## config.mk

```make
export PLATFORM = sky130hd
export DESIGN_NAME = mac_rr_arbiter
export DESIGN_NICKNAME = d
export VERILOG_FILES = /design/src/rtl/mac_rr_arbiter.sv
export SDC_FILE = /design/constraint.sdc
export NUM_CORES = 1
export LEC_CHECK = 0
export CORE_AREA = 2 2 92 94
export DETAILED_ROUTE_END_ITERATION = 7
export DIE_AREA = 0 0 94 96
export PLACE_DENSITY_LB_ADDON = 0.05
export SYNTH_ARGS = -nofsm -noshare
export SYNTH_HDL_FRONTEND = slang
export SYNTH_SLANG_ARGS = --single-unit
```

## constraint.sdc

```tcl
create_clock -name clk_i -period 2 [get_ports clk_i]
set_input_delay 0.3 -clock clk_i [delete_from_list [all_inputs] [get_ports clk_i]]
set_output_delay 0.3 -clock clk_i [all_outputs]
set_load 0.01 [all_outputs]
```

## src/rtl/mac_rr_arbiter.sv

```systemverilog
// Round-robin arbiter sharing one fixed-latency multiply-add unit among N requesters.
// Issues at most one operand triple per cycle and tags results with the requester index.
module mac_rr_arbiter #(
    parameter int unsigned S   = 8,
    parameter int unsigned N   = 4,
    parameter int unsigned LAT = 3,
    localparam int unsigned IW = $clog2(N)
) (
    input  logic             clk_i,
    input  logic             reset_i,
    input  logic [N-1:0]     req_valid_i,
    output logic [N-1:0]     req_ready_o,
    input  logic [N*S-1:0]   req_a_i,
    input  logic [N*S-1:0]   req_b_i,
    input  logic [N*S-1:0]   req_c_i,
    output logic [S-1:0]     mac_a_o,
    output logic [S-1:0]     mac_b_o,
    output logic [S-1:0]     mac_c_o,
    output logic             mac_issue_o,
    input  logic [2*S-1:0]   mac_result_i,
    output logic             rsp_valid_o,
    output logic [IW-1:0]    rsp_id_o,
    output logic [2*S-1:0]   rsp_data_o,
    output logic             busy_o
);

    logic [IW-1:0]         ptr_q, ptr_d;
    logic [S-1:0]          mac_a_q, mac_b_q, mac_c_q;
    logic                  mac_issue_q;
    logic [LAT:0]          tag_vld_q;
    logic [LAT:0][IW-1:0]  tag_id_q;

    logic                  gnt_found;
    logic [IW-1:0]         gnt_idx;
    logic [N-1:0]          gnt_oh;
    int unsigned           cand_w;
    logic [IW-1:0]         cand_idx;
    logic                  xfer;

    // Search from ptr upward, wrapping modulo N; the first valid requester wins.
    always_comb begin
        gnt_found = 1'b0;
        gnt_idx   = '0;
        cand_w    = 0;
        cand_idx  = '0;
        if (!reset_i) begin
            for (int unsigned k = 0; k < N; k++) begin
                cand_w   = (32'(ptr_q) + k) % N;
                cand_idx = cand_w[IW-1:0];
                if (!gnt_found && req_valid_i[cand_idx]) begin
                    gnt_found = 1'b1;
                    gnt_idx   = cand_idx;
                end
            end
        end
    end

    always_comb begin
        gnt_oh = '0;
        if (gnt_found) begin
            gnt_oh[gnt_idx] = 1'b1;
        end
    end

    assign req_ready_o = gnt_oh;
    assign xfer        = gnt_found;

    always_comb begin
        ptr_d = ptr_q;
        if (xfer) begin
            if (32'(gnt_idx) == N - 1) begin
                ptr_d = '0;
            end else begin
                ptr_d = gnt_idx + 1'b1;
            end
        end
    end

    always_ff @(posedge clk_i) begin
        if (reset_i) begin
            ptr_q       <= '0;
            mac_a_q     <= '0;
            mac_b_q     <= '0;
            mac_c_q     <= '0;
            mac_issue_q <= 1'b0;
        end else begin
            ptr_q       <= ptr_d;
            mac_issue_q <= xfer;
            if (xfer) begin
                mac_a_q <= req_a_i[32'(gnt_idx)*S +: S];
                mac_b_q <= req_b_i[32'(gnt_idx)*S +: S];
                mac_c_q <= req_c_i[32'(gnt_idx)*S +: S];
            end
        end
    end

    // Stage 0 is aligned with mac_issue; the last stage lines up with mac_result.
    always_ff @(posedge clk_i) begin
        if (reset_i) begin
            tag_vld_q <= '0;
            tag_id_q  <= '0;
        end else begin
            tag_vld_q[0] <= xfer;
            tag_id_q[0]  <= gnt_idx;
            for (int unsigned k = 1; k <= LAT; k++) begin
                tag_vld_q[k] <= tag_vld_q[k-1];
                tag_id_q[k]  <= tag_id_q[k-1];
            end
        end
    end

    assign mac_a_o     = mac_a_q;
    assign mac_b_o     = mac_b_q;
    assign mac_c_o     = mac_c_q;
    assign mac_issue_o = mac_issue_q;

    assign rsp_valid_o = tag_vld_q[LAT];
    assign rsp_id_o    = tag_vld_q[LAT] ? tag_id_q[LAT] : '0;
    assign rsp_data_o  = tag_vld_q[LAT] ? mac_result_i : '0;
    assign busy_o      = |tag_vld_q;

endmodule

```

Word-level counts from Yosys, hierarchy flattened

Index checks and enable logic that the tools add are counted.

Bits of input ports: 118
Output and inout bits: 49
Register bits: 39

Reductions and logical operators: 8
$lt $le $gt $ge: 6
Shifts and indexed selects: 3
$add $sub $neg: 4
Equality and inequality tests: 1
Mux-type cells: 27

Operators by type and width:

| operator            | number |
|---|---|
| $shiftx 32x6->8     | 3 |
| $mux 16             | 1 |
| $lt 2x3->1 const B  | 5 |
| $mux 2              | 7 |
| $mux 1              | 13 |
| $bmux 1 s2          | 4 |
| $add 2x1->2 const B | 2 |
| $add 2x2->2 const B | 2 |
| $logic_and 1x1->1   | 4 |
| $mux 4              | 1 |
| $reduce_or 4->1     | 1 |
| $logic_not 1->1     | 3 |
| $demux 1 s2         | 1 |
| $eq 2x2->1 const B  | 1 |
| $ge 2x1->1 const B  | 1 |

Longest topological paths before layout

Word-level depth: 21
Gate-level depth with buffers: 10
Mapped depth without buffers: 7

Worst setup path after synthesis

OpenSTA, ideal clock, no wires.

Path kind: flip-flop to output port
Start point: reg ptr_q[1]
End point: out req_ready_o[0]
Buffers on the path: 3
Data arrival time: 1,710 ps
Slack: -10 ps
Cell stages (with the launch flop): 10
Required time: 1,700 ps
Path through: dfxtp_1 -> mux2i_1 -> o21a_1 -> buf_2 -> and3_4 -> buf_6 -> buf_6 -> inv_2 -> ha_1 -> and2_1

Cells in the longest elaborated chain, start to end: 21
Elaborated cells on any way between the ends: 36

Ends and longest elaborated chain:

| item                                                                  | RTL line | text |
|---|---|---|
| from (decl)                                                           | 27       | `logic [IW-1:0] ptr_q, ptr_d;` |
| from (signal assigned)                                                | 87       | `ptr_q <= ptr_d;` |
| $bmux 1 s2                                                            | 50       | `if (!gnt_found && req_valid_i[cand_idx]) begin` |
| $mux 1 (implied by the code)                                          | 50       |  |
| $mux 1                                                                | 50       |  |
| $mux 1                                                                | 46       | `if (!reset_i) begin` |
| $logic_not 1->1                                                       | 50       |  |
| $logic_and 1x1->1                                                     | 50       |  |
| $mux 1                                                                | 50       |  |
| $mux 1                                                                | 46       |  |
| (+6 left out)                                                         | -        |  |
| $mux 2 *                                                              | 50       |  |
| $mux 2 *                                                              | 46       |  |
| net gnt_idx[0]                                                        | 34       | `logic [IW-1:0] gnt_idx;` |
| $lt 2x3->1 (implied by the code) / $ge 2x1->1 (equally long branches) | 61       | `gnt_oh[gnt_idx] = 1'b1;` |
| $logic_and 1x1->1 (implied by the code)                               | 61       |  |
| $mux 1 (implied by the code)                                          | 61       |  |
| $demux 1 s2 *                                                         | 61       |  |
| $mux 4 *                                                              | 60       | `if (gnt_found) begin` |
| to (decl)                                                             | 12       | `output logic [N-1:0] req_ready_o,` |

Mark *: on every way through the listed nets, which the timed path passes. The rest lies on a longest branch. The select of a mux whose other input is x is not followed.

Final worst setup path

Start point: reg ptr_q[1]
End point: out req_ready_o[3]

The elaborated chain is that of the path after synthesis.

==> flow_summary.json <==
{
  "first_global_vias": 2770,
  "synthDistinctLibCells": 35,
  "cts_made_buffers": 5,
  "drv_slew": 0,
  "start_util_pct": 32.4,
  "crit_path_max_fanout": 7,
  "die_area_um2": 9020,
  "worstReg2RegEnd": "mac_a_o[4]",
  "drtIter0Drc": 59,
  "ys_ff_latch": 38,
  "cts_tree": "built",
  "yosys_warnings": 0,
  "dp_hpwl_mm": 6.39,
  "synth_commonest_cells": "38 x dfxtp_1, 25 x inv_1, 24 x a32oi_1, 24 x o211a_1, 24 x o21ai_0",
  "cts_buffer_depth": 2,
  "hold_path_end": "tag_id_q[2]",
  "start_kind": "register",
  "grt_pass1_wl_mm": 13.8,
  "slew_headroom_pct": 55.2,
  "fmax_mhz": 456,
  "endpoint_kind": "output pin",
  "syn2layout_area_growth_pct": 77.1,
  "grtUsageTotal_pct": 19.4,
  "die_y_um": 96,
  "reg2reg_depth": 8,
  "htreeDepth": 2,
  "dr.pass1.iters": 4,
  "ff2ff_setup_slack_ps": -140,
  "final_util_pct": 57.3,
  "final_area_um2": 4610,
  "violations": "negative setup slack",
  "ant_nets": 0,
  "via_per_inst": 5.19,
  "post_dp_cell_area_um2": 4440,
  "io_buffers": 166,
  "period_share_pct": 110,
  "drc": 0,
  "setup_violations": 28,
  "crit_buf_inv": 2,
  "synth_area_um2": 2600,
  "crit_family": "compound AO/OA/AOI/OAI gates",
  "synth_top_area_cell": "dfxtp_1",
  "routed_wl_mm": 9.02,
  "path_class": "reg2out",
  "synth_nets": 399,
  "tightest_slew_ps": 672,
  "chipWidth_um": 94,
  "cts.reportedPaths.clkPinSlew_ps": 80,
  "row_count": 33,
  "grt_overflow": 0,
  "antenna_cells": 0,
  "grt_max_degree": 50,
  "synthCells": 277,
  "synth_ff_type": "dfxtp_1",
  "root_buffer": "clkbuf_8",
  "synth-edff-count": 0,
  "critPathMaxStageDelay_ps": 420,
  "ir_drop_v": 0.000389,
  "yosysMostFrequentCell": "dfxtp_1",
  "synth-seq-area-share_pct": 29.2,
  "outcome": "complete, but fails checks",
  "drv_cap": 0,
  "cp.arrival_ps": 1890,
  "syn_area_per_cell_um2": 9.40,
  "drive_above_1_share_pct": 20.6,
  "antenna_found_initial": 0,
  "crit_slowest_cell": "a221o_2",
  "insertion_delay_ps": 290,
  "hp-class": "reg2reg",
  "path_cells": "nand3b_1 > a21o_1 > a221o_2 > inv_2 > ha_1 > and2_1 > buf_2",
  "fin_tns_setup_ps": -2930,
  "io_pins": 167,
  "finalHoldViolCount": 0,
  "yosys-top-cells-area": "dfxtp_1 29%, a221oi_2 12%, o211a_1 9.2%, a32oi_1 8.1%, nor3_2 7.7%",
  "rsz0062_at_grt": "yes",
  "min_period_ps": 2190,
  "worstHoldStart": "tag_id_q[0]",
  "gp_congestion": 0.820,
  "skew_ps": 7.29,
  "async_flop_share_pct": 0,
  "core-area_um2": 8050,
  "wl_per_cell_um": 16.2,
  "worstReg2RegStart": "ptr_q[1]",
  "vias": 2886,
  "whs_path_depth": 1,
  "crit_required_ps": 1700,
  "clock_sinks": 38,
  "p_leak_nw": 1.92,
  "fill_cells": 742,
  "power_density_nw_per_um2": 579,
  "hold_ws_ps": 438,
  "power.total_mw": 2.67,
  "worst_slack_ps": -192,
  "nets": 572,
  "yosysTopAreaCellShare_pct": 29.2
}
==> power by group <==
group / internal [mW] / switching [mW]
Sequential: 0.835 / 0.0546
Clock: 0.500 / 0.298
Combinational: 0.561 / 0.424
Total: 1.90 / 0.776
==> per-layer routing <==
metal	GRT usage [%]	routed length (um)
met1	24.7	3910
met2	33.4	4360
met3	4.70	666
met4	4.35	84
met5	0	0
==> cell usage in the layout (no fill, tap or decap), drive strengths merged <==
| cell | synthesis | final |
|---|---|---|
| o21bai | 1 | 1 |
| nand2b | 2 | 2 |
| a221oi | 24 | 24 |
| o311ai | 1 | 1 |
| a32oi | 24 | 24 |
| or4 | 1 | 1 |
| nor4 | 1 | 1 |
| a21oi | 2 | 2 |
| a221o | 1 | 1 |
| dfxtp | 38 | 38 |
| o21ai | 24 | 24 |
| bufinv | 0 | 2 |
| dlygate4sd2 | 0 | 4 |
| and2 | 22 | 22 |
| ha | 4 | 4 |
| and3 | 2 | 2 |
| clkdlybuf4s50 | 0 | 158 |
| a21o | 3 | 3 |
| buf | 14 | 32 |
| clkbuf | 14 | 5 |
| nor2b | 11 | 11 |
| clkinv | 0 | 1 |
| o211ai | 1 | 1 |
| mux2i | 1 | 1 |
| nor3 | 24 | 24 |
| o211a | 24 | 24 |
| nand3b | 2 | 2 |
| nand2 | 3 | 3 |
| inv | 28 | 28 |
| o21a | 1 | 1 |
| o2bb2ai | 1 | 1 |
| nor2 | 3 | 3 |
==> kinds of logic (layout without fill, tap and decap cells) <==
logic type / count (synthesis) / count (layout) / synth area share (%)
AOI/OAI and AO/OA: 107 / 107 / 37.9
and+or+nand+nor: 71 / 71 / 20.2
buffers and inverters: 56 / 230 / 10.4
DFF: 38 / 38 / 29.2
adders and majority gates: 4 / 4 / 1.92
muxes: 1 / 1 / 0.384
==> per-stage QoR <==
step,setup slack (ps),cells
finish,-192,556
global route,-266,556
CTS,-196,556
detailed placement,-774,546
global placement,-727,546
floorplan,14.7,277
==> sequential cells by signal, indices dropped and copies added (netlist names) <==
| register | cells |
|---|---|
| mac_a_o | 8 |
| tag_vld_q | 4 |
| mac_c_o | 8 |
| mac_b_o | 8 |
| ptr_q | 2 |
| tag_id_q | 8 |
==> area by class of cell <==
type	instances	area [um^2]	area share, %
multi-input cells	183	1600	34.7
well taps	105	131	2.85
clock inverters	3	68.8	1.49
flip-flops and latches	38	764	16.6
repair buffers	194	1870	40.6
inverters	28	105	2.28
clock buffers	5	68.8	1.49
==> how the worst max path moves through the flow <==
| stage | cells after the start | slack (ps) | start | to |
|---|---|---|---|---|
| after floorplan | 8 | 10 | req_valid_i[1] | req_ready_o[1] |
| after global placement | 8 | -730 | req_valid_i[0] | req_ready_o[3] |
| final | 7 | -190 | ptr_q[1] | req_ready_o[3] |
| after detailed placement | 8 | -770 | req_valid_i[0] | req_ready_o[3] |
| after CTS | 8 | -200 | ptr_q[1] | req_ready_o[2] |
| after global routing | 7 | -270 | ptr_q[1] | req_ready_o[2] |
==> timing repair <==
item	4_1_cts	5_1_grt
setup buffers	2	0
gates cloned	0	0
hold buffers	0	0
setup endpoints to repair	28	28
gates resized for setup	30	1
pin swaps	4	2
No activity file was read; power rests on OpenSTA's default activity.
